$ cat src/rtl/mult_pkg.sv
// Shared definitions for the pipelined Baugh-Wooley multiplier: operand modes,
// default sizes and the product-width helper.
package mult_pkg;

    localparam int DEF_WIDTH  = 8;
    localparam int DEF_STAGES = 2;

    // Encoded as {a_signed, b_signed}
    typedef enum logic [1:0] {
        MODE_UU = 2'b00,
        MODE_US = 2'b01,
        MODE_SU = 2'b10,
        MODE_SS = 2'b11
    } mode_e;

    function automatic int prod_w(input int w);
        return 2 * w;
    endfunction

endpackage

$ cat src/rtl/mult_bw_core.sv
// Combinational Baugh-Wooley multiplier on (WIDTH+1)-bit extended operands,
// which covers all four signed/unsigned mode combinations with one array.
module mult_bw_core
    import mult_pkg::*;
#(
    parameter int WIDTH = DEF_WIDTH
) (
    input  logic [WIDTH-1:0]         a,
    input  logic [WIDTH-1:0]         b,
    input  logic                     a_signed,
    input  logic                     b_signed,
    output logic [prod_w(WIDTH)-1:0] product
);

    localparam int N      = WIDTH + 1;
    localparam int PW     = prod_w(WIDTH);
    localparam int LEVELS = $clog2(N + 1);
    localparam int NT     = 1 << LEVELS;

    mode_e        mode;
    logic [N-1:0] ax;
    logic [N-1:0] bx;

    assign mode = mode_e'({a_signed, b_signed});
    assign ax   = {(mode inside {MODE_SU, MODE_SS}) & a[WIDTH-1], a};
    assign bx   = {(mode inside {MODE_US, MODE_SS}) & b[WIDTH-1], b};

    logic [PW-1:0] t [NT];
    logic [N-1:0]  r;
    logic          pp;

    // Everything is kept modulo 2^PW; the 2^(2N-1) correction term lies above
    // the kept bits and is dropped.
    always_comb begin
        t  = '{default: '0};
        r  = '0;
        pp = 1'b0;
        for (int i = 0; i < N; i++) begin
            for (int j = 0; j < N; j++) begin
                pp   = ax[j] & bx[i];
                r[j] = ((i == N - 1) != (j == N - 1)) ? ~pp : pp;
            end
            t[i] = {{(PW - N){1'b0}}, r} << i;
        end
        t[N] = {{(PW - 1){1'b0}}, 1'b1} << N;
        for (int lvl = 0; lvl < LEVELS; lvl++) begin
            for (int i = 0; i < (NT >> (lvl + 1)); i++) begin
                t[i] = t[2*i] + t[2*i+1];
            end
        end
    end

    assign product = t[0];

endmodule

$ cat src/rtl/mult_pipe_bw.sv
// Pipelined multiplier with bubble-collapsing valid/ready slots after the core.
// Optional sideband tag ports/registers enabled by MULT_PIPE_TAG_EN.
module mult_pipe_bw
    import mult_pkg::*;
#(
    parameter int WIDTH  = DEF_WIDTH,
    parameter int STAGES = DEF_STAGES
`ifdef MULT_PIPE_TAG_EN
    ,
    parameter int TAG_W  = 4
`endif
) (
    input  logic                     clk,
    input  logic                     rst_n,
    input  logic                     in_valid,
    output logic                     in_ready,
    input  logic [WIDTH-1:0]         in_a,
    input  logic [WIDTH-1:0]         in_b,
    input  logic                     in_a_signed,
    input  logic                     in_b_signed,
`ifdef MULT_PIPE_TAG_EN
    input  logic [TAG_W-1:0]         in_tag,
    output logic [TAG_W-1:0]         out_tag,
`endif
    output logic                     out_valid,
    input  logic                     out_ready,
    output logic [prod_w(WIDTH)-1:0] out_product
);

    localparam int PW = prod_w(WIDTH);

    logic [PW-1:0]     core_prod;
    logic [STAGES-1:0] vld;
    logic [STAGES-1:0] adv;
    logic              empty;

    mult_bw_core #(.WIDTH(WIDTH)) u_core (
        .a        (in_a),
        .b        (in_b),
        .a_signed (in_a_signed),
        .b_signed (in_b_signed),
        .product  (core_prod)
    );

    // A slot may advance if downstream accepts or any slot at or after it is empty.
    always_comb begin
        adv   = '0;
        empty = 1'b0;
        for (int k = 0; k < STAGES; k++) begin
            empty = 1'b0;
            for (int j = k; j < STAGES; j++) begin
                empty = empty | ~vld[j];
            end
            adv[k] = out_ready | empty;
        end
    end

    assign in_ready = adv[0];

    for (genvar k = 0; k < STAGES; k++) begin : g_slot
        logic          vld_p;
        logic          vld_d;
        logic [PW-1:0] prod_p;
        logic [PW-1:0] prod_d;
`ifdef MULT_PIPE_TAG_EN
        logic [TAG_W-1:0] tag_p;
        logic [TAG_W-1:0] tag_d;
`endif

        if (k == 0) begin : g_src
            assign vld_d  = in_valid;
            assign prod_d = core_prod;
`ifdef MULT_PIPE_TAG_EN
            assign tag_d  = in_tag;
`endif
        end else begin : g_src
            assign vld_d  = g_slot[k-1].vld_p;
            assign prod_d = g_slot[k-1].prod_p;
`ifdef MULT_PIPE_TAG_EN
            assign tag_d  = g_slot[k-1].tag_p;
`endif
        end

        always_ff @(posedge clk or negedge rst_n) begin
            if (!rst_n) vld_p <= 1'b0;
            else if (adv[k]) vld_p <= vld_d;
        end

        // Only the output slot is visible at reset, so only it gets a data reset.
        if (k == STAGES - 1) begin : g_out
            always_ff @(posedge clk or negedge rst_n) begin
                if (!rst_n) begin
                    prod_p <= '0;
`ifdef MULT_PIPE_TAG_EN
                    tag_p  <= '0;
`endif
                end else if (adv[k]) begin
                    prod_p <= prod_d;
`ifdef MULT_PIPE_TAG_EN
                    tag_p  <= tag_d;
`endif
                end
            end
        end else begin : g_mid
            always_ff @(posedge clk) begin
                if (adv[k]) begin
                    prod_p <= prod_d;
`ifdef MULT_PIPE_TAG_EN
                    tag_p  <= tag_d;
`endif
                end
            end
        end

        assign vld[k] = vld_p;
    end

    assign out_valid   = vld[STAGES-1];
    assign out_product = g_slot[STAGES-1].prod_p;
`ifdef MULT_PIPE_TAG_EN
    assign out_tag     = g_slot[STAGES-1].tag_p;
`endif

endmodule
$ cat config.mk
export PLATFORM = sky130hd
export DESIGN_NAME = mult_pipe_bw
export DESIGN_NICKNAME = d
export VERILOG_FILES = /design/src/rtl/mult_pkg.sv /design/src/rtl/mult_bw_core.sv /design/src/rtl/mult_pipe_bw.sv
export SDC_FILE = /design/constraint.sdc
export NUM_CORES = 1
export LEC_CHECK = 0
export CAP_MARGIN = 25
export CORE_AREA = 4 4 103 76
export DETAILED_ROUTE_END_ITERATION = 7
export DIE_AREA = 0 0 107 80
export DONT_BUFFER_PORTS = 1
export PLACE_DENSITY = 0.72
export SYNTH_ARGS = -nofsm -noshare
export SYNTH_HDL_FRONTEND = slang
export SYNTH_HIERARCHICAL = 1
export SYNTH_SLANG_ARGS = --single-unit
$ cat constraint.sdc
create_clock -name clk -period 1.3 [get_ports clk]
set_input_delay 0.26 -clock clk [delete_from_list [all_inputs] [get_ports clk]]
set_output_delay 0.26 -clock clk [all_outputs]
set_load 0.01 [all_outputs]
==> flow_summary.toml <==
[outcome]
status = "finished with violations"
violations = "setup timing"

[timing]
fin_ws_ns = -4.24
rsz0062_at_grt = "yes"
drv_slew = 0
tightest_slew_ns = 0.795
slew_headroom_pct = 46.8
hold_violations = 0
fin_crit_sh_pct = 426
setup_viol = 14
skew_ns = 0.00742
fmax_ghz = 0.180
period_minus_slack_ns = 5.54

[die]
core_area_sq_um = 6690
dieArea_sq_um = 8560
fp.dieH_um = 80
initial_core_util_pct = 54.8
pin_count = 40
core.rowCount = 25
dieWidth_um = 107

[synthesis]
ys_seq_area_share_pct = 25.4
syn_area_sq_um = 3670
synth_nets = 449
synth.avg_cell_area_sq_um = 10.7
yosys_warnings = 6
netlist.area_leader.share_pct = 25.1
syn_inst = 344
synth_cell_types = 34
synth_top_cell_by_area = "fa_1"
synthTopCellsByArea = "fa_1, edfxtp_1, ha_1, dfrtp_1, inv_1"
synth-seq-cells = 34

[clock_network]
cts_root_buf = "clkbuf_8"
clock_sinks = 34
path_clk_slew_ns = 0.07
tritoncts = "done"
clockBufferDepth = 2
cts-htree-levels = 2
insertion_delay_ns = 0.29
cts_buffers = 5

[grt]
grt_pass1_vias = 2676
grt_pass1_wl_um = 12300
use_met2_pct = 30.0
busiest_layer = "met2"
grt_antenna_before_repair = 0
grt_usage_pct = 17.9
grt.met1_usage_pct = 24.1
grt_start_max_net_pins = 19
grt.overflow.total = 0
use_met3_pct = 3.40

[pwr]
powerDensity_nw_per_um2 = 2420
ir_drop_v = 0.00188
finalPower_w = 0.0107
total_leakage_power_nw = 2.11

[worst_hold_path]
holdCritPathClass = "input pin to flip-flop"
hp-start = "in_valid"

[route]
ant_nets = 0
wirelength_um = 6870
drc = 0
vias_per_cell = 5.13
vias = 2441
firstDrtPassIters = 4
wire_per_inst_um = 14.4
drtIter0Drc = 52

[layout]
nNetsFinal = 486
drive_gt1_share_pct = 30.4
fillCellCount = 526
antennaDiodeCount = 0
syn2layout_area_growth_pct = 21.1

[placement]
hpwl_um = 5480
numPortBuffers = 0
dp_slack_ns = -4.52
gp_congestion = 0.824

[critical_path]
crit_type = "input pin to flip-flop"
critPathArrivalTime_ns = 5.59
endpoint_kind = "flip-flop"
rr_endpoint = "g_slot[0].prod_p[12]"
rrSetupSlack_ns = 0.02
timing.critical_path.from = "in_a[1]"
critPathCapture = "g_slot[0].prod_p[14]"
startpoint_type = "input pin"
crit_required_ns = 1.34
r2r_cells = 4
r2r_start = "out_valid"
worstPathMaxFanout = 9

[run]
maxCapViolations = 0
-- cell usage after synthesis (all sizes together) --
master	number
inv	60
fa	46
nand2	41
ha	37
and2	35
dfrtp	18
edfxtp	16
mux2	16
a21oi	11
xnor2	9
xor2	9
and3	7
o21ai	6
clkbuf	5
nand3	5
a21o	4
nand2b	3
a211oi	2
buf	2
nor2	2
o211ai	2
o21bai	2
a31o	1
and2b	1
nor2b	1
o2111ai	1
o21a	1
o31a	1
-- cells by family (layout without fill, tap and decap cells) --
kind of cell	count (synthesis)	count (layout)	share of synthesized area (%)
simple gates	95	95	13.3
compound gates	31	31	5.87
flops	34	34	25.4
fa+ha+maj	83	83	37.7
buf+inv	67	105	7.51
mux	16	16	5.84
xor+xnor	18	18	4.30
-- repair_timing --
| item | 4_1_cts | 5_1_grt |
|---|---|---|
| gates resized for setup | 11 | 12 |
| hold buffers | 1 | 0 |
| endpoints found under the setup margin | 14 | 30 |
| hold endpoints to repair | 18 | 0 |
| gates cloned | 0 | 1 |
| buffers inserted | 2 | 6 |
| pin swaps | 8 | 10 |
-- metrics by stage --
stage	utilization [%]	hold WS (ns)	std cells	setup TNS [ns]	cell area (sq um)
6_report	66.3	0.0640	476	-39.66	4440
5_1_grt	66.3	0.0529	476	-41.84	4440
4_1_cts	64.9	0.0581	470	-39.08	4340
3_5_place_dp	62.3	-0.0352	459	-43.15	4170
3_3_place_gp	62.3	-0.0352	459	-42.53	4170
2_1_floorplan	-	-0.0356	344	-40.49	3890
-- state kept, by name, summed over array words and instances, names as in the netlist --
| name | flops |
|---|---|
| out_product | 16 |
| g_slot.prod_p | 16 |
| g_slot.vld_p | 1 |
| out_valid | 1 |
-- final cells by class --
cell class	count	area, sq um	share of cell area [%]
Clock inverter	2	12.5	0.282
Clock buffer	6	82.6	1.86
Tap cell	94	118	2.65
Inverter	60	225	5.07
Multi-Input combinational cell	243	2750	61.8
Timing Repair Buffer	37	325	7.33
Sequential cell	34	932	21.0
-- power breakdown --
part / total, W / internal, W / leakage [nW] / switching, W
clock: 0.000806 / 0.000425 / 0.0472 / 0.000381
combinational: 0.00772 / 0.00425 / 1.69 / 0.00347
sequential: 0.00222 / 0.00191 / 0.373 / 0.000310
-- layout by cell type (no fill, tap or decap), types with 8 or more instances in the layout --
master,netlist,final
ha_1,37,24
dfrtp_1,18,17
and2_1,35,31
mux2_4,9,9
ha_4,0,13
inv_2,0,10
xor2_1,9,8
nand2_1,41,39
buf_4,0,30
fa_1,46,41
edfxtp_1,16,16
a21oi_2,1,8
inv_1,60,50
-- routing by layer --
layer	up-vias	routed length (um)
li1	1168	-
met1	1223	3170
met2	43	3310
met3	7	317
met4	0	73
met5	-	0
-- critical path: stages --
cell and delay (ns):
and2_4 0.14, fa_1 0.52, inv_1 0.05, fa_1 0.49, inv_2 0.04, ha_4 0.15
inv_2 0.05, fa_2 0.21, nor2b_2 0.05, o31a_2 0.35, o21ai_2 0.14, nand2b_1 0.08
xnor2_1 0.13, ha_1 0.32, fa_1 0.49, inv_1 0.05, fa_1 0.50, fa_2 0.47
fa_2 0.38, a21o_1 0.19, a21oi_2 0.20, o21ai_2 0.10, a21oi_2 0.15, xnor2_1 0.08
-- worst min path at each step --
stage                      endpoint  slack (ns)  cells after the start
detailed placement   out_product[3]       -0.04                      0
floorplan           g_slot[0].vld_p       -0.04                      0
global route        g_slot[0].vld_p        0.05                      1
global placement     out_product[3]       -0.04                      0
finish              g_slot[0].vld_p        0.06                      1
CTS                 g_slot[0].vld_p        0.06                      1
Note: power is estimated with default switching activity, not from simulation.
